==> config.mk <==
export PLATFORM = sky130hd
export DESIGN_NAME = rl_modexp_param
export DESIGN_NICKNAME = d
export VERILOG_FILES = /design/src/rtl/rsa_pkg.sv /design/src/rtl/mod_mul_interleaved.sv /design/src/rtl/rl_modexp_param.sv
export SDC_FILE = /design/constraint.sdc
export NUM_CORES = 1
export LEC_CHECK = 0
export ABC_AREA = 0
export ABC_CLOCK_PERIOD_IN_PS = 23000
export CAP_MARGIN = 20
export CORE_ASPECT_RATIO = 1.2
export CORE_MARGIN = 4
export CORE_UTILIZATION = 25
export CTS_CLUSTER_DIAMETER = 50
export DETAILED_ROUTE_END_ITERATION = 12
export GPL_ROUTABILITY_DRIVEN = 0
export MAX_ROUTING_LAYER = met4
export PLACE_DENSITY = 0.51
export SLEW_MARGIN = 20
export SYNTH_ARGS = -nofsm -noshare
export SYNTH_HDL_FRONTEND = slang
export SYNTH_SLANG_ARGS = --single-unit
==> constraint.sdc <==
create_clock -name clk -period 23 [get_ports clk]
set_input_delay 6.9 -clock clk [delete_from_list [all_inputs] [get_ports clk]]
set_output_delay 6.9 -clock clk [all_outputs]
set_load 0.05 [all_outputs]
==> src/rtl/rsa_pkg.sv <==
// Shared definitions for the RSA modular-exponentiation datapath:
// FSM state encoding, default widths and mod_mul phase length.
package rsa_pkg;

    localparam int DEF_WIDTH  = 32;
    localparam int DEF_MM_LAT = DEF_WIDTH + 2;

    typedef enum logic [2:0] {
        S_IDLE,
        S_RED,
        S_ISSUE,
        S_WAIT,
        S_FIN
    } state_t;

    // Cycles one mod_mul phase occupies, counting the cycle that issues it.
    function automatic int mm_lat(input int width);
        return width + 2;
    endfunction

endpackage

==> src/rtl/mod_mul_interleaved.sv <==
// MSB-first interleaved (Blakley) modular multiplier: p = a*b mod m.
// Requires b < m and m >= 2; done pulses exactly WIDTH+1 cycles after start.
module mod_mul_interleaved
    import rsa_pkg::*;
#(
    parameter int WIDTH = DEF_WIDTH
) (
    input  logic             clk,
    input  logic             rstn,
    input  logic             start,
    input  logic [WIDTH-1:0] a,
    input  logic [WIDTH-1:0] b,
    input  logic [WIDTH-1:0] m,
    output logic [WIDTH-1:0] p,
    output logic             done
);

    localparam int PW = WIDTH + 2;
    localparam int CW = $clog2(WIDTH + 1);

    logic [WIDTH-1:0] a_q;
    logic [PW-1:0]    p_q, b_q, m_q;
    logic [CW-1:0]    cnt_q;
    logic             run_q, done_q;
    logic [PW-1:0]    t0_d, t1_d, p_d;

    // 2P + b stays below 3m < 2^(WIDTH+2), so two trial subtractions suffice.
    always_comb begin
        // NOTE: every combinational output gets a value on every path, so no latch is inferred.
        t0_d = (p_q << 1) + (a_q[WIDTH-1] ? b_q : '0);
        t1_d = (t0_d >= m_q) ? t0_d - m_q : t0_d;
        p_d  = (t1_d >= m_q) ? t1_d - m_q : t1_d;
    end

    always_ff @(posedge clk or negedge rstn) begin
        if (!rstn) begin
            a_q    <= '0;
            p_q    <= '0;
            b_q    <= '0;
            m_q    <= '0;
            cnt_q  <= '0;
            run_q  <= 1'b0;
            done_q <= 1'b0;
        end else begin
            // NOTE: non-blocking assignments so every register samples pre-edge values.
            done_q <= 1'b0;
            if (start) begin
                a_q   <= a;
                b_q   <= {2'b00, b};
                m_q   <= {2'b00, m};
                p_q   <= '0;
                cnt_q <= CW'(WIDTH);
                run_q <= 1'b1;
            end else if (run_q) begin
                p_q   <= p_d;
                a_q   <= a_q << 1;
                cnt_q <= cnt_q - CW'(1);
                if (cnt_q == CW'(1)) begin
                    run_q  <= 1'b0;
                    done_q <= 1'b1;
                end
            end
        end
    end

    assign p    = p_q[WIDTH-1:0];
    assign done = done_q;

endmodule

==> src/rtl/rl_modexp_param.sv <==
// Right-to-left binary modular exponentiator r = base^exp mod modulus.
// Define RL_MODEXP_EARLY_EXIT_EN to stop scanning once the remaining exponent is zero.
module rl_modexp_param
    import rsa_pkg::*;
#(
    parameter int WIDTH     = DEF_WIDTH,
    parameter int EXP_WIDTH = WIDTH
) (
    input  logic                 clk,
    input  logic                 rstn,
    input  logic                 md_start,
    input  logic [WIDTH-1:0]     base,
    input  logic [EXP_WIDTH-1:0] exp,
    input  logic [WIDTH-1:0]     modulus,
    output logic [WIDTH-1:0]     r,
    output logic                 busy,
    output logic                 done,
    output logic                 err
);

    localparam int CW = $clog2(EXP_WIDTH + 1);
    localparam logic [WIDTH-1:0] ONE = WIDTH'(1);

    state_t               state_q;
    logic [WIDTH-1:0]     b_q, acc_q, m_q, r_q;
    logic [EXP_WIDTH-1:0] exp_sh_q;
    logic [CW-1:0]        cnt_q;
    logic                 mm_run_q, err_acc_q, busy_q, done_q, err_q;

    logic                 mm_ok, last_bit, red_skip;
    logic                 sq_start, mul_start, sq_done, mul_done;
    logic [WIDTH-1:0]     sq_b, sq_p, mul_p;

    assign mm_ok = m_q > ONE;

    always_comb begin
`ifdef RL_MODEXP_EARLY_EXIT_EN
        last_bit = (exp_sh_q >> 1) == '0;
        red_skip = exp_sh_q == '0;
`else
        last_bit = cnt_q == CW'(EXP_WIDTH - 1);
        red_skip = 1'b0;
`endif
    end

    // The reduction pass reuses the squarer as base*1 mod m.
    assign sq_start  = (state_q == S_RED && !mm_run_q && mm_ok) || state_q == S_ISSUE;
    assign mul_start = state_q == S_ISSUE && exp_sh_q[0];
    assign sq_b      = (state_q == S_RED) ? ONE : b_q;

    mod_mul_interleaved #(.WIDTH(WIDTH)) u_square (
        .clk(clk), .rstn(rstn), .start(sq_start),
        .a(b_q), .b(sq_b), .m(m_q), .p(sq_p), .done(sq_done)
    );

    mod_mul_interleaved #(.WIDTH(WIDTH)) u_multiply (
        .clk(clk), .rstn(rstn), .start(mul_start),
        .a(acc_q), .b(b_q), .m(m_q), .p(mul_p), .done(mul_done)
    );

    always_ff @(posedge clk or negedge rstn) begin
        if (!rstn) begin
            state_q   <= S_IDLE;
            b_q       <= '0;
            acc_q     <= '0;
            m_q       <= '0;
            r_q       <= '0;
            exp_sh_q  <= '0;
            cnt_q     <= '0;
            mm_run_q  <= 1'b0;
            err_acc_q <= 1'b0;
            busy_q    <= 1'b0;
            done_q    <= 1'b0;
            err_q     <= 1'b0;
        end else begin
            done_q <= 1'b0;
            case (state_q)
                S_IDLE: begin
                    if (md_start) begin
                        b_q       <= base;
                        exp_sh_q  <= exp;
                        m_q       <= modulus;
                        acc_q     <= ONE;
                        cnt_q     <= '0;
                        mm_run_q  <= 1'b0;
                        err_acc_q <= 1'b0;
                        busy_q    <= 1'b1;
                        state_q   <= S_RED;
                    end
                end
                S_RED: begin
                    if (!mm_run_q) begin
                        if (!mm_ok) begin
                            // m of 0 or 1 has no meaningful residue; finish with r = 0.
                            acc_q     <= '0;
                            err_acc_q <= m_q == '0;
                            state_q   <= S_FIN;
                        end else begin
                            mm_run_q <= 1'b1;
                        end
                    end else if (sq_done) begin
                        mm_run_q <= 1'b0;
                        b_q      <= sq_p;
                        state_q  <= red_skip ? S_FIN : S_ISSUE;
                    end
                end
                S_ISSUE: state_q <= S_WAIT;
                S_WAIT: begin
                    if (sq_done) begin
                        b_q      <= sq_p;
                        exp_sh_q <= exp_sh_q >> 1;
                        cnt_q    <= cnt_q + CW'(1);
                        state_q  <= last_bit ? S_FIN : S_ISSUE;
                    end
                    if (mul_done) acc_q <= mul_p;
                end
                S_FIN: begin
                    r_q     <= acc_q;
                    err_q   <= err_acc_q;
                    done_q  <= 1'b1;
                    busy_q  <= 1'b0;
                    state_q <= S_IDLE;
                end
                default: state_q <= S_IDLE;
            endcase
        end
    end

    assign r    = r_q;
    assign busy = busy_q;
    assign done = done_q;
    assign err  = err_q;

endmodule

==> results of run 1 <==
==> worst paths after layout <==
path / to / slack (ns) / cells after the start
hold reg to reg: u_square.b_q[10]$_DFFE_PN0N_ / 0.46 / 2
setup reg to reg: u_multiply.p_q[30]$_DFFE_PN0P_ / 12.77 / 34
max in group asynchronous: u_square.m_q[12]$_DFFE_PN0N_ / 13.77 / 4
hold / removal: u_square.b_q[10]$_DFFE_PN0N_ / 0.46 / 2
setup / recovery: u_multiply.p_q[30]$_DFFE_PN0P_ / 12.77 / 34
min in group asynchronous: r[16]$_DFFE_PN0P_ / 6.32 / 1
==> layout by cell type (no fill, tap or decap), drive strengths merged, types with 37 or more instances in the layout <==
| cell | Yosys | final |
|---|---|---|
| inv | 115 | 122 |
| clkdlybuf4s50 | 0 | 132 |
| a21oi | 217 | 217 |
| xor2 | 56 | 56 |
| nand3 | 115 | 115 |
| a21o | 47 | 47 |
| o21ai | 371 | 371 |
| mux2i | 149 | 149 |
| ha | 195 | 195 |
| clkbuf | 143 | 82 |
| nor3 | 47 | 47 |
| a31oi | 51 | 51 |
| dfrtp | 448 | 448 |
| xnor2 | 112 | 112 |
| and2 | 73 | 73 |
| nor2 | 189 | 189 |
| nand2b | 37 | 37 |
| mux2 | 104 | 104 |
| nand2 | 621 | 621 |
==> metal layers <==
layer	part of all wire	vias up
met1	0.43	12300
met5	0	-
met2	0.49	577
li1	-	12400
met3	0.045	149
met4	0.028	0
==> layout make-up <==
cell class / instances / area, sq um
Fill cell: 12400 / 83300
Multi-Input combinational cell: 2745 / 17700
Sequential cell: 448 / 11200
Tap cell: 1540 / 1930
Clock buffer: 82 / 1800
Timing Repair Buffer: 164 / 1590
Clock inverter: 38 / 599
Inverter: 115 / 432
Antenna cell: 2 / 5.00
==> kinds of logic (layout without fill, tap and decap cells) <==
family                   Yosys count  after routing
AND/OR/NAND/NOR                 1222           1222
AO/OA/AOI/OAI                    901            901
flip-flops                       448            448
buffers and inverters            284            399
multiplexers                     253            253
adder cells (fa/ha/maj)          201            201
XOR/XNOR                         168            168
other                              0              2
==> where the power goes <==
group,internal [mW],switching (mW),leakage (nW)
logic,0.0218,0.0238,9.10
registers,0.798,0.0123,6.08
clock network,0.692,0.411,1.15
total,1.51,0.447,16.3
==> critical path: cells and delay by family (launching register included) <==
family	cells	cell delay, ns
xor+xnor	1	0.25
fa+ha+maj	4	1.42
mux	2	0.75
compound gates	18	4.56
simple gates	7	2.19
flops	1	0.36
buf+inv	2	0.50
==> stage by stage <==
| step | hold slack, ns | util | total power [mW] |
|---|---|---|---|
| after floorplan | 0.430 | - | 0.827 |
| after global placement | 0.442 | 0.277 | 0.871 |
| after detailed placement | 0.450 | 0.277 | 0.871 |
| after CTS | 0.463 | 0.297 | 1.99 |
| after global routing | 0.485 | 0.298 | 2.03 |
| final | 0.463 | 0.298 | 1.96 |
==> metrics.log, run 1 <==
[metrics] Top FF cell, synth: dfrtp_1
[metrics] largest voltage drop on the vdd net: 0.0524 mV
[metrics] setup ws final: 12.77 ns
[metrics] met1 routing resource usage after global routing: 0.196
[metrics] sum of routed wire length over all layers: 98,300 um
[metrics] maximum number of pins on one net before global-route repair: roughly 110
[metrics] number of non-filler instances in the completed layout: between 5,000 and 6,000
[metrics] cell area reported after detailed placement: 32,900 sq um
[metrics] DRC violations left: 0
[metrics] area inside the core boundary: ~120,000 sq um
[metrics] synthesized netlist cell count: around 3,500
[metrics] power per standard cell area: 55.5 nW/um^2
[metrics] clock-pin slew reported for the worst setup and hold paths after clock tree synthesis: around 0.060 ns
[metrics] Finish-stage setup viols: 0
[metrics] number of maximum-capacitance violations: 0
[metrics] width of the die: 324 um
[metrics] Post-CTS Repair Setup Buffers: 0
[metrics] critical path class: reg2reg
[metrics] fin. max-slew vios: 0
[metrics] dominant cell type by area after synthesis: dfrtp_1
[metrics] leakage component of the power: 16.3 nW
[metrics] list of most frequent post-synthesis cells: nand2_1 (621), dfrtp_1 (448), o21ai_0 (345)
[metrics] H-tree levels: 3
[metrics] maximum single-stage delay on the critical path: 1.09 ns
[metrics] clock tree from TritonCTS: done
[metrics] slew at the pin closest to its max-slew limit: 1.13 ns
[metrics] share of the synthesized area in the top cell type: 0.374
[metrics] share of synthesized cell area in and, or, nand and nor gates: 0.183
[metrics] number of placed I/O pins: 134
[metrics] Post-Place Setup Slack: between 10 and 15 ns
[metrics] number of DRC markers after the initial detailed-route iteration: ~2,200
[metrics] total iterations of the first detailed-routing run: 5
[metrics] kind of end point of the critical path: flop
[metrics] outcome: finished clean
[metrics] Critical Path Source: u_multiply.a_q[31]$_DFFE_PN0P_
[metrics] number of resized instances in the post-cts repair step: 0
[metrics] wire length of the first global-routing pass: approximately 150,000 um
[metrics] cell area after synthesis: 30,000 sq um
[metrics] met2 track utilization from global routing: 0.267
[metrics] registers with the most flip-flops: u_multiply.p_q (33), u_square.p_q (33)
[metrics] setup repair after global routing missed its margin: false
[metrics] number of synthesized flops with an enable pin: 0
[metrics] post-DR wirelength/cell: 19.1 um
[metrics] cell chosen for the clock root: clkbuf_16
[metrics] met3 demand-to-capacity share in global routing: 0.0197
[metrics] path category of the worst min-delay check: reg2reg
[metrics] relative area change from synthesis to final layout: 17.7%
[metrics] initial standard-cell utilization of the core: 0.253
[metrics] count of antenna-violating nets left after detailed routing: 0
[metrics] initial antenna violation count: 2
[metrics] leading cell types by total area after synthesis: dfrtp_1 (37%), ha_1 (8.1%), nand2_1 (7.8%)
[metrics] clock latency of the later-clocked register in the worst-skew pair: 0.64 ns
[metrics] number of core rows: 138
[metrics] number of buffer cells added on primary ports: 133
[metrics] Yosys reg bits: 448
[metrics] net total in the final layout: 3,840
[metrics] synthesized net count: 3,777
[metrics] layer with the highest usage: met2
[metrics] kind of start point of the critical path: flop
[metrics] vias in the first global route: 25,300
[metrics] largest fanout on the critical path: 35
[metrics] hold-fix buffer count after cts: 0
[metrics] fin crit share: 0.445
[metrics] post-route standard cell area excluding fillers: 35,300 sq um
[metrics] die area: 126,000 sq um
[metrics] share of synthesized cell area in full adder, half adder and majority cells: 0.0853
[metrics] required time at the worst-slack endpoint: 23.45 ns
[metrics] global-route usage over all layers: 0.157
[metrics] compound-cell area share of the yosys netlist: 0.182
[metrics] sequential share of the synthesized area: 0.374
[metrics] Post-Synth XOR/XNOR Area: 0.0490
[metrics] slowest library cell on the worst path: or4_2
[metrics] fraction of layout cells with a size suffix above 1: 0.0821
[metrics] final critical delay including setup and external delays: 10.23 ns
[metrics] post-detailed-route via-to-cell ratio: 4.96
[metrics] dominant combinational cell family by area after synthesis: simple AND/OR/NAND/NOR gates
[metrics] Yosys cell types: 92
[metrics] top-count cell post-synth: nand2_1
[metrics] maximum root-to-sink buffer count: 3
[metrics] tightest slew margin relative to the limit: 0.249
[metrics] worst r2r src: u_multiply.a_q[31]$_DFFE_PN0P_
[metrics] placed insts: 5,011
[metrics] TritonCTS buffer count: 66
[metrics] summed negative setup slack over all endpoints: 0 ns
[metrics] vias after detailed routing: 25,500
[metrics] total gr overflow: 0
[metrics] Hold Startpoint: u_square.b_q[10]$_DFFE_PN0N_
[metrics] signal arrival time at the worst endpoint: 10.69 ns
[metrics] clock net sink count: 448
[metrics] Highest Clock Rate: 97.7 MHz
[metrics] Die Ht: 388 um
[metrics] synthesis warning total: 0
[metrics] worst clock skew on the final layout: 0.0413 ns
[metrics] DP Wirelength: 75,000 um
[metrics] syn_area_per_cell: 8.63 sq um
[metrics] Hold Violations, Final: 0
[metrics] share of cell area taken by muxes after synthesis: 0.0889
[metrics] fraction of registers with async set/reset: 1.00
No activity file was read; power rests on OpenSTA's default activity.
==> run 2: changes to the inputs <==
--- a/config.mk
+++ b/config.mk
@@ -6,7 +6,7 @@
 export NUM_CORES = 1
 export LEC_CHECK = 0
 export ABC_AREA = 0
-export ABC_CLOCK_PERIOD_IN_PS = 23000
+export ABC_CLOCK_PERIOD_IN_PS = 8600
 export CAP_MARGIN = 20
 export CORE_ASPECT_RATIO = 1.2
 export CORE_MARGIN = 4
@@ -15,7 +15,7 @@
 export DETAILED_ROUTE_END_ITERATION = 12
 export GPL_ROUTABILITY_DRIVEN = 0
 export MAX_ROUTING_LAYER = met4
-export PLACE_DENSITY = 0.51
+export PLACE_DENSITY = 0.52
 export SLEW_MARGIN = 20
 export SYNTH_ARGS = -nofsm -noshare
 export SYNTH_HDL_FRONTEND = slang
==> constraint.sdc (replaced) <==
create_clock -name clk -period 8.6 [get_ports clk]
set_input_delay 2.58 -clock clk [delete_from_list [all_inputs] [get_ports clk]]
set_output_delay 2.58 -clock clk [all_outputs]
set_load 0.05 [all_outputs]
==> run 2 against run 1 <==
Largest power group unchanged. Cell area grew 5.0%. Highest routed layer unchanged. Critical path type unchanged. Critical endpoint is now u_multiply.p_q[1]$_DFFE_PN0P_. Die area is the same. Combinational power grew to 2.6 times the previous value. Clock skew shrank 0.0056 ns. Worst hold slack lost 0.0018 ns. Critical path depth grew 2. Count of clock-buffer cells in the layout grew 15. Sequential cell count is the same. Sequential share of layout area shrank 1.5 points. Non-clock buffer count grew 200. Utilization grew 1.5 points.
==> metrics.log, run 2 (synthesized netlist as in run 1, its figures left out) <==
[metrics] initial antenna violation count: 0 (-2)
[metrics] sum of buffers and inverters on the critical path: 4 (+2)
[metrics] placed insts: 5,212 (+4.0%)
[metrics] tightest slew margin relative to the limit: 0.358 (+0.109)
[metrics] initial standard-cell utilization of the core: 0.253 (unchanged)
[metrics] maximum root-to-sink buffer count: 3 (unchanged)
[metrics] vias in the first global route: 26,000 (+2.9%)
[metrics] commonest non-fill, non-tap cell in the layout: nand2_1
[metrics] TritonCTS buffer count: 72 (+9.1%)
[metrics] path category of the worst min-delay check: reg2reg
[metrics] cell area reported after detailed placement: 34,500 sq um (+4.8%)
[metrics] cell depth of the worst min-delay path: 2 (unchanged)
[metrics] kind of end point of the critical path: flop
[metrics] post-route standard cell area excluding fillers: 37,100 sq um (+5.0%)
[metrics] Die Ht: 388 um (unchanged)
[metrics] number of buffer cells added on primary ports: 133 (unchanged)
[metrics] kind of start point of the critical path: flop
[metrics] worst clock skew on the final layout: 0.0357 ns (-0.00557 ns)
[metrics] DRC violations left: 0 (unchanged)
[metrics] depth of the worst register-to-register path: 36 (+5.9%)
[metrics] global-route usage over all layers: 0.161 (+0.00364)
[metrics] count of cell instances traversed by the critical path: 36 (+5.9%)
[metrics] sum of routed wire length over all layers: 100,000 um (+1.8%)
[metrics] post-detailed-route via-to-cell ratio: 4.91 (-1.0%)
[metrics] summed negative setup slack over all endpoints: 0 ns (unchanged)
[metrics] wire length of the first global-routing pass: 154,000 um (+2.4%)
[metrics] fin crit share: 0.951 (+0.506)
[metrics] Final Core Density: 0.313 (+0.0149)
[metrics] maximum number of pins on one net before global-route repair: 147 (+32%)
[metrics] Highest Clock Rate: 122 MHz (+25%)
[metrics] number of DRC markers after the initial detailed-route iteration: 1,779 (-18%)
[metrics] Hold Violations, Final: 0 (unchanged)
[metrics] clock-pin slew reported for the worst setup and hold paths after clock tree synthesis: 0.05 ns (about the same)
[metrics] cell chosen for the clock root: clkbuf_16
[metrics] Hold Startpoint: u_square.b_q[22]$_DFFE_PN0N_
[metrics] H-tree levels: 3 (unchanged)
[metrics] maximum single-stage delay on the critical path: 0.46 ns (-0.63 ns)
[metrics] largest voltage drop on the vdd net: 0.127 mV (+140%)
[metrics] slack of the worst reg-to-reg path: 0.42 ns (-12.35 ns)
[metrics] Finish-stage setup viols: 0 (unchanged)
[metrics] registers with the most flip-flops: u_multiply.p_q (33), u_square.p_q (33)
[metrics] crit-path leading delay family: compound AO/OA/AOI/OAI gates
[metrics] count of antenna-violating nets left after detailed routing: 0 (unchanged)
[metrics] number of placed I/O pins: 134 (unchanged)
[metrics] leading cell types in the layout, fill and taps excluded: nand2_1 (621), dfrtp_1 (445), o21ai_0 (337), buf_4 (224), a21oi_1 (210)
[metrics] final critical delay including setup and external delays: 8.18 ns (-2.05 ns)
[metrics] number of core rows: 138 (unchanged)
[metrics] Post-CTS Repair Setup Buffers: 0 (unchanged)
[metrics] relative area change from synthesis to final layout: 23.6%
[metrics] fraction of layout cells with a size suffix above 1: 0.139 (+0.0567)
[metrics] power per standard cell area: 142 nW/um^2 (+160%)
[metrics] clock tree from TritonCTS: done
[metrics] hold-fix buffer count after cts: 0 (unchanged)
[metrics] post-DR wirelength/cell: 18.7 um (-2.3%)
[metrics] number of inserted filler cells in the final layout: 12,400 (+0.040%)
[metrics] reg2reg end: u_multiply.p_q[1]$_DFFE_PN0P_
[metrics] required time at the worst-slack endpoint: 9.15 ns (-14.30 ns)
[metrics] number of non-filler instances in the completed layout: 5,345 (+4.1%)
[metrics] leakage component of the power: 17.4 nW (+6.8%)
[metrics] width of the die: 324 um (unchanged)
[metrics] slowest library cell on the worst path: or4_4
[metrics] outcome: finished clean
[metrics] slew at the pin closest to its max-slew limit: 0.963 ns (-0.164 ns)
[metrics] DP Wirelength: 77,200 um (+2.9%)
[metrics] signal arrival time at the worst endpoint: 8.73 ns (-1.96 ns)
[metrics] Worst Hold Path EP: u_square.b_q[22]$_DFFE_PN0N_
[metrics] worst r2r src: u_multiply.b_q[1]$_DFFE_PN0P_
[metrics] critical path class: reg2reg
[metrics] clock net sink count: 448 (unchanged)
[metrics] clock latency of the later-clocked register in the worst-skew pair: 0.63 ns (about the same)
[metrics] number of maximum-capacitance violations: 0 (unchanged)
[metrics] total iterations of the first detailed-routing run: 5 (unchanged)
[metrics] total gr overflow: 0 (unchanged)
[metrics] fin. max-slew vios: 0 (unchanged)
[metrics] vias after detailed routing: 26,200 (+3.1%)
[metrics] area inside the core boundary: 119,000 sq um (unchanged)
[metrics] largest fanout on the critical path: 14 (-60%)
[metrics] net total in the final layout: 4,046 (+5.4%)
[metrics] die area: 126,000 sq um (unchanged)
run 2: cell count changes in the layout (fill, tap and decap cells not counted), moves of 4 or more:
cell,previous run,this run
a21oi_1,214,210
a21oi_2,1,5
clkinv_4,4,8
buf_12,0,6
clkbuf_8,7,14
inv_6,2,7
o21ai_0,345,337
clkbuf_16,67,75
bufinv_16,11,4
o21ai_2,1,6
buf_4,30,224
run 2: routing by layer:
layer	global-route usage	up-vias	share of wire
met5	-	-	0
met4	0.0489	0	0.032
met3	0.0234	159	0.046
met2	0.269	600	0.49
met1	0.202	12600	0.43
li1	-	12800	-
run 2: stage by stage:
step | total power, mW | worst slack, ns | hold WS (ns)
after floorplan | 2.21 | 0.168 | 0.430
after CTS | 5.34 | 0.0351 | 0.465
final | 5.26 | 0.422 | 0.462
after global placement | 2.33 | 0.119 | 0.443
after global routing | 5.45 | -0.0122 | 0.482
after detailed placement | 2.33 | 0.0468 | 0.453
run 2: worst min-delay path: cells and delay by family (launching register included):
kind	cells	cell delay, ns
flops	1	0.33
simple gates	2	0.10
run 2: how the worst max path moves through the flow:
stage | to | from
after floorplan | u_multiply.p_q[0]$_DFFE_PN0P_ | u_multiply.a_q[31]$_DFFE_PN0P_
after global placement | u_square.p_q[29]$_DFFE_PN0P_ | u_square.a_q[31]$_DFFE_PN0P_
after detailed placement | u_square.p_q[7]$_DFFE_PN0P_ | u_square.a_q[31]$_DFFE_PN0P_
after CTS | u_multiply.p_q[29]$_DFFE_PN0P_ | u_multiply.b_q[1]$_DFFE_PN0P_
after global routing | u_multiply.p_q[29]$_DFFE_PN0P_ | u_multiply.b_q[1]$_DFFE_PN0P_
final | u_multiply.p_q[1]$_DFFE_PN0P_ | u_multiply.b_q[1]$_DFFE_PN0P_
run 2: timing repair:
item / in CTS / in global routing
setup endpoints to repair: 8 / 66
resized for setup: 1 / 35
pin swaps: 0 / 1
run 2: report_power, final:
part           internal, mW  switching [mW]  total, mW
combinational        0.0588          0.0605      0.119
clock                  1.85            1.11       2.97
sequential             2.13          0.0359       2.17
run 2: layout make-up:
class / instances / area, sq um / share of cell area
inverter: 115 / 432 / 0.0116
clock buffer: 97 / 2100 / 0.0566
tap: 1540 / 1930 / 0.0520
multi-input combinational: 2745 / 17900 / 0.482
timing repair buffer: 364 / 3150 / 0.0849
sequential: 448 / 11200 / 0.303
antenna: 3 / 7.51 / 0.000202
clock inverter: 33 / 385 / 0.0104
==> run 3: changes to the inputs <==
--- a/config.mk
+++ b/config.mk
@@ -10,12 +10,13 @@
 export CAP_MARGIN = 20
 export CORE_ASPECT_RATIO = 1.2
 export CORE_MARGIN = 4
-export CORE_UTILIZATION = 25
+export CORE_UTILIZATION = 40
 export CTS_CLUSTER_DIAMETER = 50
 export DETAILED_ROUTE_END_ITERATION = 12
 export GPL_ROUTABILITY_DRIVEN = 0
+export GPL_TIMING_DRIVEN = 0
 export MAX_ROUTING_LAYER = met4
-export PLACE_DENSITY = 0.52
+export PLACE_DENSITY = 0.7
 export SLEW_MARGIN = 20
 export SYNTH_ARGS = -nofsm -noshare
 export SYNTH_HDL_FRONTEND = slang
==> run 3 against run 2 <==
The flow now finishes with violations (setup timing). Utilization increased by 18 points. Die area decreased by 37%. Clock power is 23% lower. Count of clock-buffer cells in the layout decreased by 32. Cell area shrank 2.5%. Worst setup slack worse by 0.42 ns. Worst hold slack about the same. Global-route usage is 8.5 points higher. Critical endpoint is now u_multiply.p_q[20]$_DFFE_PN0P_. Routed wire length down 0.56%. Fmax decreased by 4.9%. Sequential share of layout area rose by 0.75 points. Largest power group unchanged.
==> metrics.log, run 3 (synthesized netlist as in run 1, its figures left out) <==
[metrics] DP Wirelength: 75,200 um (-2.5%)
[metrics] vias in the first global route: 26,400 (+1.4%)
[metrics] clock net sink count: 448 (unchanged)
[metrics] Highest Clock Rate: 116 MHz (-4.9%)
[metrics] worst clock skew on the final layout: 0.0517 ns (+0.0160 ns)
[metrics] end point of the critical path: u_multiply.p_q[20]$_DFFE_PN0P_
[metrics] worst r2r src: u_multiply.a_q[31]$_DFFE_PN0P_
[metrics] setup ws final: -0.00226 ns (-0.424 ns)
[metrics] largest fanout on the critical path: 7 (-7)
[metrics] outcome: finished, violations left
[metrics] path category of the worst min-delay check: reg2reg
[metrics] required time at the worst-slack endpoint: 9.10 ns (-0.05 ns)
[metrics] sum of buffers and inverters on the critical path: 4 (unchanged)
[metrics] DRC violations left: 0 (unchanged)
[metrics] Finish-stage setup viols: 1 (+1)
[metrics] Hold Violations, Final: 0 (unchanged)
[metrics] post-detailed-route via-to-cell ratio: 5.75 (+17%)
[metrics] reg2reg end: u_multiply.p_q[20]$_DFFE_PN0P_
[metrics] post-route standard cell area excluding fillers: 36,200 sq um (-2.5%)
[metrics] count of cell instances traversed by the critical path: 36 (unchanged)
[metrics] leakage component of the power: 16.6 nW (-5.0%)
[metrics] count of antenna-violating nets left after detailed routing: 0 (unchanged)
[metrics] maximum root-to-sink buffer count: 3 (unchanged)
[metrics] H-tree levels: 2 (-1)
[metrics] registers with the most flip-flops: u_multiply.p_q (33), u_square.p_q (33)
[metrics] most common cell type on the critical path: o21ai_2
[metrics] global-route usage over all layers: 0.246 (+0.0848)
[metrics] maximum single-stage delay on the critical path: 0.50 ns (+0.04 ns)
[metrics] Die Ht: 308 um (-21%)
[metrics] Critical Path Source: u_multiply.a_q[31]$_DFFE_PN0P_
[metrics] slew at the pin closest to its max-slew limit: 1.04 ns (+0.0753 ns)
[metrics] clock latency of the later-clocked register in the worst-skew pair: 0.64 ns (about the same)
[metrics] leading cell types in the layout, fill and taps excluded: nand2_1 (620), dfrtp_1 (446), o21ai_0 (330), a21oi_1 (194), nor2_1 (185)
[metrics] number of DRC markers after the initial detailed-route iteration: 2,432 (+37%)
[metrics] kind of start point of the critical path: flop
[metrics] Final Core Density: 0.488 (+0.176)
[metrics] total iterations of the first detailed-routing run: 6 (+1)
[metrics] width of the die: 258 um (-20%)
[metrics] largest voltage drop on the vdd net: 0.150 mV (+17%)
[metrics] initial antenna violation count: 2 (+2)
[metrics] clock-pin slew reported for the worst setup and hold paths after clock tree synthesis: 0.07 ns (+0.02 ns)
[metrics] number of placed I/O pins: 134 (unchanged)
[metrics] critical path class: reg2reg
[metrics] tightest slew margin relative to the limit: 0.307 (-0.0502)
[metrics] die area: 79,500 sq um (-37%)
[metrics] fraction of layout cells with a size suffix above 1: 0.120 (-0.0188)
[metrics] clock tree from TritonCTS: done
[metrics] vias after detailed routing: 27,400 (+4.5%)
[metrics] signal arrival time at the worst endpoint: 9.11 ns (+0.38 ns)
[metrics] slowest library cell on the worst path: or4_4
[metrics] total gr overflow: 0 (unchanged)
[metrics] number of inserted filler cells in the final layout: 6,898 (-44%)
[metrics] Fin Hold WS: 0.461 ns (-0.0000780 ns)
[metrics] power per standard cell area: 127 nW/um^2 (-10%)
[metrics] kind of end point of the critical path: flop
[metrics] post-DR wirelength/cell: 20.8 um (+11%)
[metrics] wire length of the first global-routing pass: 150,000 um (-2.4%)
[metrics] initial standard-cell utilization of the core: 0.405 (+0.152)
[metrics] fin crit share: 1.00 (+0.0493)
[metrics] setup repair after global routing missed its margin: true
[metrics] overall power of the completed layout: 4.60 mW (-12%)
[metrics] net total in the final layout: 4,028 (-0.44%)
[metrics] slack of the worst reg-to-reg path: -0.002 ns (-0.42 ns)
[metrics] maximum number of pins on one net before global-route repair: 85 (-42%)
[metrics] fin. max-slew vios: 0 (unchanged)
[metrics] relative area change from synthesis to final layout: 20.5%
[metrics] crit-path leading delay family: compound AO/OA/AOI/OAI gates
[metrics] number of core rows: 109 (-21%)
[metrics] final critical delay including setup and external delays: 8.60 ns (+0.424 ns)
[metrics] number of buffer cells added on primary ports: 133 (unchanged)
[metrics] cell area reported after detailed placement: 32,800 sq um (-4.9%)
[metrics] area inside the core boundary: 74,100 sq um (-38%)
[metrics] cell chosen for the clock root: clkbuf_16
[metrics] TritonCTS buffer count: 52 (-28%)
[metrics] sum of routed wire length over all layers: 99,500 um (-0.56%)
[metrics] failing checks: setup timing
[metrics] number of maximum-capacitance violations: 0 (unchanged)
[metrics] commonest non-fill, non-tap cell in the layout: nand2_1
[metrics] depth of the worst register-to-register path: 36 (unchanged)
[run 3: timing repair]
action / CTS / global route
gates cloned: 1 / 3
hold buffers: 0 / 0
pin swaps: 31 / 79
buffers inserted: 27 / 31
gates resized for setup: 130 / 103
setup endpoints to repair: 66 / 65
[run 3: stage by stage]
step           TNS [ns]  std cells  setup WS (ns)
2_1_floorplan         0       3477          0.168
3_3_place_gp   -6927.40       4609         -15.33
3_5_place_dp     -86.27       4617          -1.72
4_1_cts               0       4739        0.00566
5_1_grt           -5.26       4772         -0.206
6_report       -0.00226       4772       -0.00226
[run 3: where the power goes]
part           internal (mW)  switching [mW]
logic                 0.0646          0.0668
clock network           1.31           0.996
registers               2.13          0.0368
total                   3.50            1.10
[run 3: area by class of cell]
cell class | instances | area, sq um | area share
Antenna cell | 1 | 2.50 | 0.0000692
Buffer | 163 | 767 | 0.0212
Clock buffer | 65 | 1440 | 0.0398
Clock inverter | 33 | 360 | 0.00997
Inverter | 115 | 432 | 0.0119
Multi-Input combinational cell | 2746 | 18700 | 0.516
Sequential cell | 448 | 11200 | 0.310
Tap cell | 999 | 1250 | 0.0346
Timing Repair Buffer | 202 | 2040 | 0.0563
[run 3: how the worst min path moves through the flow]
| stage | from | to | slack [ns] | cells after the start |
|---|---|---|---|---|
| after global placement | u_square.b_q[6]$_DFFE_PN0N_ | u_square.b_q[6]$_DFFE_PN0N_ | 0.45 | 2 |
| final | u_square.b_q[12]$_DFFE_PN0N_ | u_square.b_q[12]$_DFFE_PN0N_ | 0.46 | 2 |
| after global routing | u_multiply.b_q[29]$_DFFE_PN0P_ | u_multiply.b_q[29]$_DFFE_PN0P_ | 0.49 | 2 |
| after floorplan | u_square.b_q[31]$_DFFE_PN0N_ | u_square.b_q[31]$_DFFE_PN0N_ | 0.43 | 2 |
| after CTS | u_square.b_q[12]$_DFFE_PN0N_ | u_square.b_q[12]$_DFFE_PN0N_ | 0.46 | 2 |
| after detailed placement | u_square.b_q[12]$_DFFE_PN0N_ | u_square.b_q[12]$_DFFE_PN0N_ | 0.45 | 2 |
[run 3: routing by layer]
layer,global-route usage,share of wire
met3,0.0298,0.059
met5,-,0
met2,0.397,0.47
met1,0.299,0.40
met4,0.142,0.071
[run 3: worst reg2reg max path: cells and delay by family, from the launching register on]
family          cells  cell delay [ns]
xor+xnor            1             0.19
fa+ha+maj           4             1.03
simple gates        7             1.80
mux                 2             0.57
flops               1             0.44
compound gates     18             3.80
buf+inv             4             0.63
==> edit, RTL diff (settings of run 3) <==
Change the package constant `DEF_WIDTH` from 32 to 16.
--- a/src/rtl/rsa_pkg.sv
+++ b/src/rtl/rsa_pkg.sv
@@ -2,7 +2,7 @@
 // FSM state encoding, default widths and mod_mul phase length.
 package rsa_pkg;
 
-    localparam int DEF_WIDTH  = 32;
+    localparam int DEF_WIDTH  = 16;
     localparam int DEF_MM_LAT = DEF_WIDTH + 2;
 
     typedef enum logic [2:0] {
Interface: changed (resized base, exp, modulus and r); port bits go from 134 to 70. No check against the original RTL was run, so the function may have changed too.
==> edit against run 3 <==
Global-route usage fell by 4.0 points; routed wire length fell by 58%; clock skew fell by 26 ps; sequential cell count fell by 211; synthesized area fell by 50%; setup slack improved by 450 ps; synthesized cell count fell by 52%; final area fell by 52%; critical endpoint is now u_square.p_q[6].
Power is left out: the tool's default activity adds up to more than one toggle a clock period on the data nets, which glitch-free logic cannot reach.
==> edit: results (changes against run 3) <==
| Step | Parameter | Reported | Change |
|:---|:---|:---|:---|
| outcome | Status | finished, final reports clean |  |
| detailed routing | Number of vias per cell after detailed routing | 5.63 | -2.0% |
| sta | Fin Clk Skew | 25.6 ps | -26.1 ps |
| global route | Via count of the first global-routing pass | 12.7k | -52% |
| layout | Number of filler instances in the final layout | 3413 | -51% |
| setup path | Number of cells on the worst reg-to-reg path | 31 | -14% |
| global route | Global-route wire length before repair | 66300 µm | -56% |
| layout | Largest registers | u_multiply.p_q x17, u_square.p_q x17 |  |
| layout | Cell Count, Final, Fillers Out | 2282 | -52% |
| placed design | Post-detail-place hpwl | 31500 µm | -58% |
| global route | Initial antenna violation count | 0 | -2 |
| detailed routing | Post-Route WL | 41400 µm | -58% |
| setup path | Reg-to-reg endpoint | u_square.p_q[6] |  |
| placed design | Cell count after placement | 2229 | -52% |
| detailed routing | Drt initial violations | 1063 | -56% |
| worst hold path | Launch instance of the worst min-delay path | u_square.b_q[11] |  |
| logic synthesis | Part of the Yosys area used for sequential elements | 39.3% | +2.0 points |
| logic synthesis | Number of library cell types mapped by synthesis | 80 | -13% |
| detailed routing | Detailed-routing iteration count for the pre-antenna-repair pass | 5 | -1 |
| setup path | Reg2Reg Launch Point | u_square.a_q[15] |  |
| setup path | Arrival time worst endpoint | 8570 ps | -540 ps |
| setup path | Reg2reg setup slack | 450 ps | +450 ps |
| cts | Number of buffers inserted by post-CTS setup repair | 0 | -100% |
| setup path | Stage delay of the slowest cell on the critical path | 520 ps | +20 ps |
| logic synthesis | Cell count after synthesis | 1683 | -52% |
| sta | Headroom to the max-slew limit | 47.2% | +16 points |
| logic synthesis | Net count of the mapped netlist | 1840 | -51% |
| layout | Antenna diode count | 0 | -1 |
| logic synthesis | Synth cell count leaders | sky130_fd_sc_hd__nand2_1 (295), sky130_fd_sc_hd__dfrtp_1 (237), sky130_fd_sc_hd__o21ai_0 (175), sky130_fd_sc_hd__a21oi_1 (100), sky130_fd_sc_hd__ha_1 (100) |  |
| setup path | Slowest stage cell, crit path | sky130_fd_sc_hd__dfrtp_1 |  |
[edit: changes by cell type in the layout (fill, tap and decap cells not counted), sizes merged, moves of 82 or more]
cell,change
clkbuf,-100
o21ai,-188
nand3,-82
buf,-82
a21oi,-116
ha,-95
nand2,-326
dfrtp,-211
nor2,-112
[edit: worst max-delay path, delay by kind of cell (launching register included)]
family                     cells  cell delay [ps]
and+or+nand+nor               10             2030
AOI/OAI and AO/OA             12             2610
DFF                            1              520
xor gates and xnor gates       1              300
buffers and inverters          4             1060
muxes                          1              330
adders and majority gates      3             1130
[edit: cell families after synthesis]
logic type / share of synthesized area, %
mux: 8.39
xor+xnor: 4.99
compound gates: 17.6
flops: 39.3
fa+ha+maj: 9.09
simple gates: 16.8
buf+inv: 3.79
[edit: metrics by stage]
| step | setup TNS [ps] | utilization (%) | setup WS (ps) |
|---|---|---|---|
| 2_1_floorplan | 0 | - | 1730 |
| 3_3_place_gp | -1202730 | 44.1 | -5090 |
| 3_5_place_dp | 0 | 44.3 | 252 |
| 4_1_cts | 0 | 47.2 | 191 |
| 5_1_grt | 0 | 47.3 | 26.2 |
| 6_report | 0 | 47.3 | 447 |
[edit: cell type report]
cell class | count | area share [%]
Clock inverter | 16 | 1.31
Buffer | 75 | 1.75
Multi-Input combinational cell | 1300 | 49.2
Tap cell | 474 | 3.38
Inverter | 71 | 1.52
Timing Repair Buffer | 72 | 4.31
Clock buffer | 37 | 4.72
Sequential cell | 237 | 33.8
[edit: per-layer routing]
| layer | vias up | part of all wire [%] | global-route usage (%) |
|---|---|---|---|
| met5 | - | 0 | - |
| met4 | 0 | 3.9 | 7.54 |
| met3 | 95 | 4.4 | 1.81 |
| met2 | 374 | 50 | 34.8 |
| met1 | 6238 | 42 | 25.8 |
| li1 | 6137 | - | - |
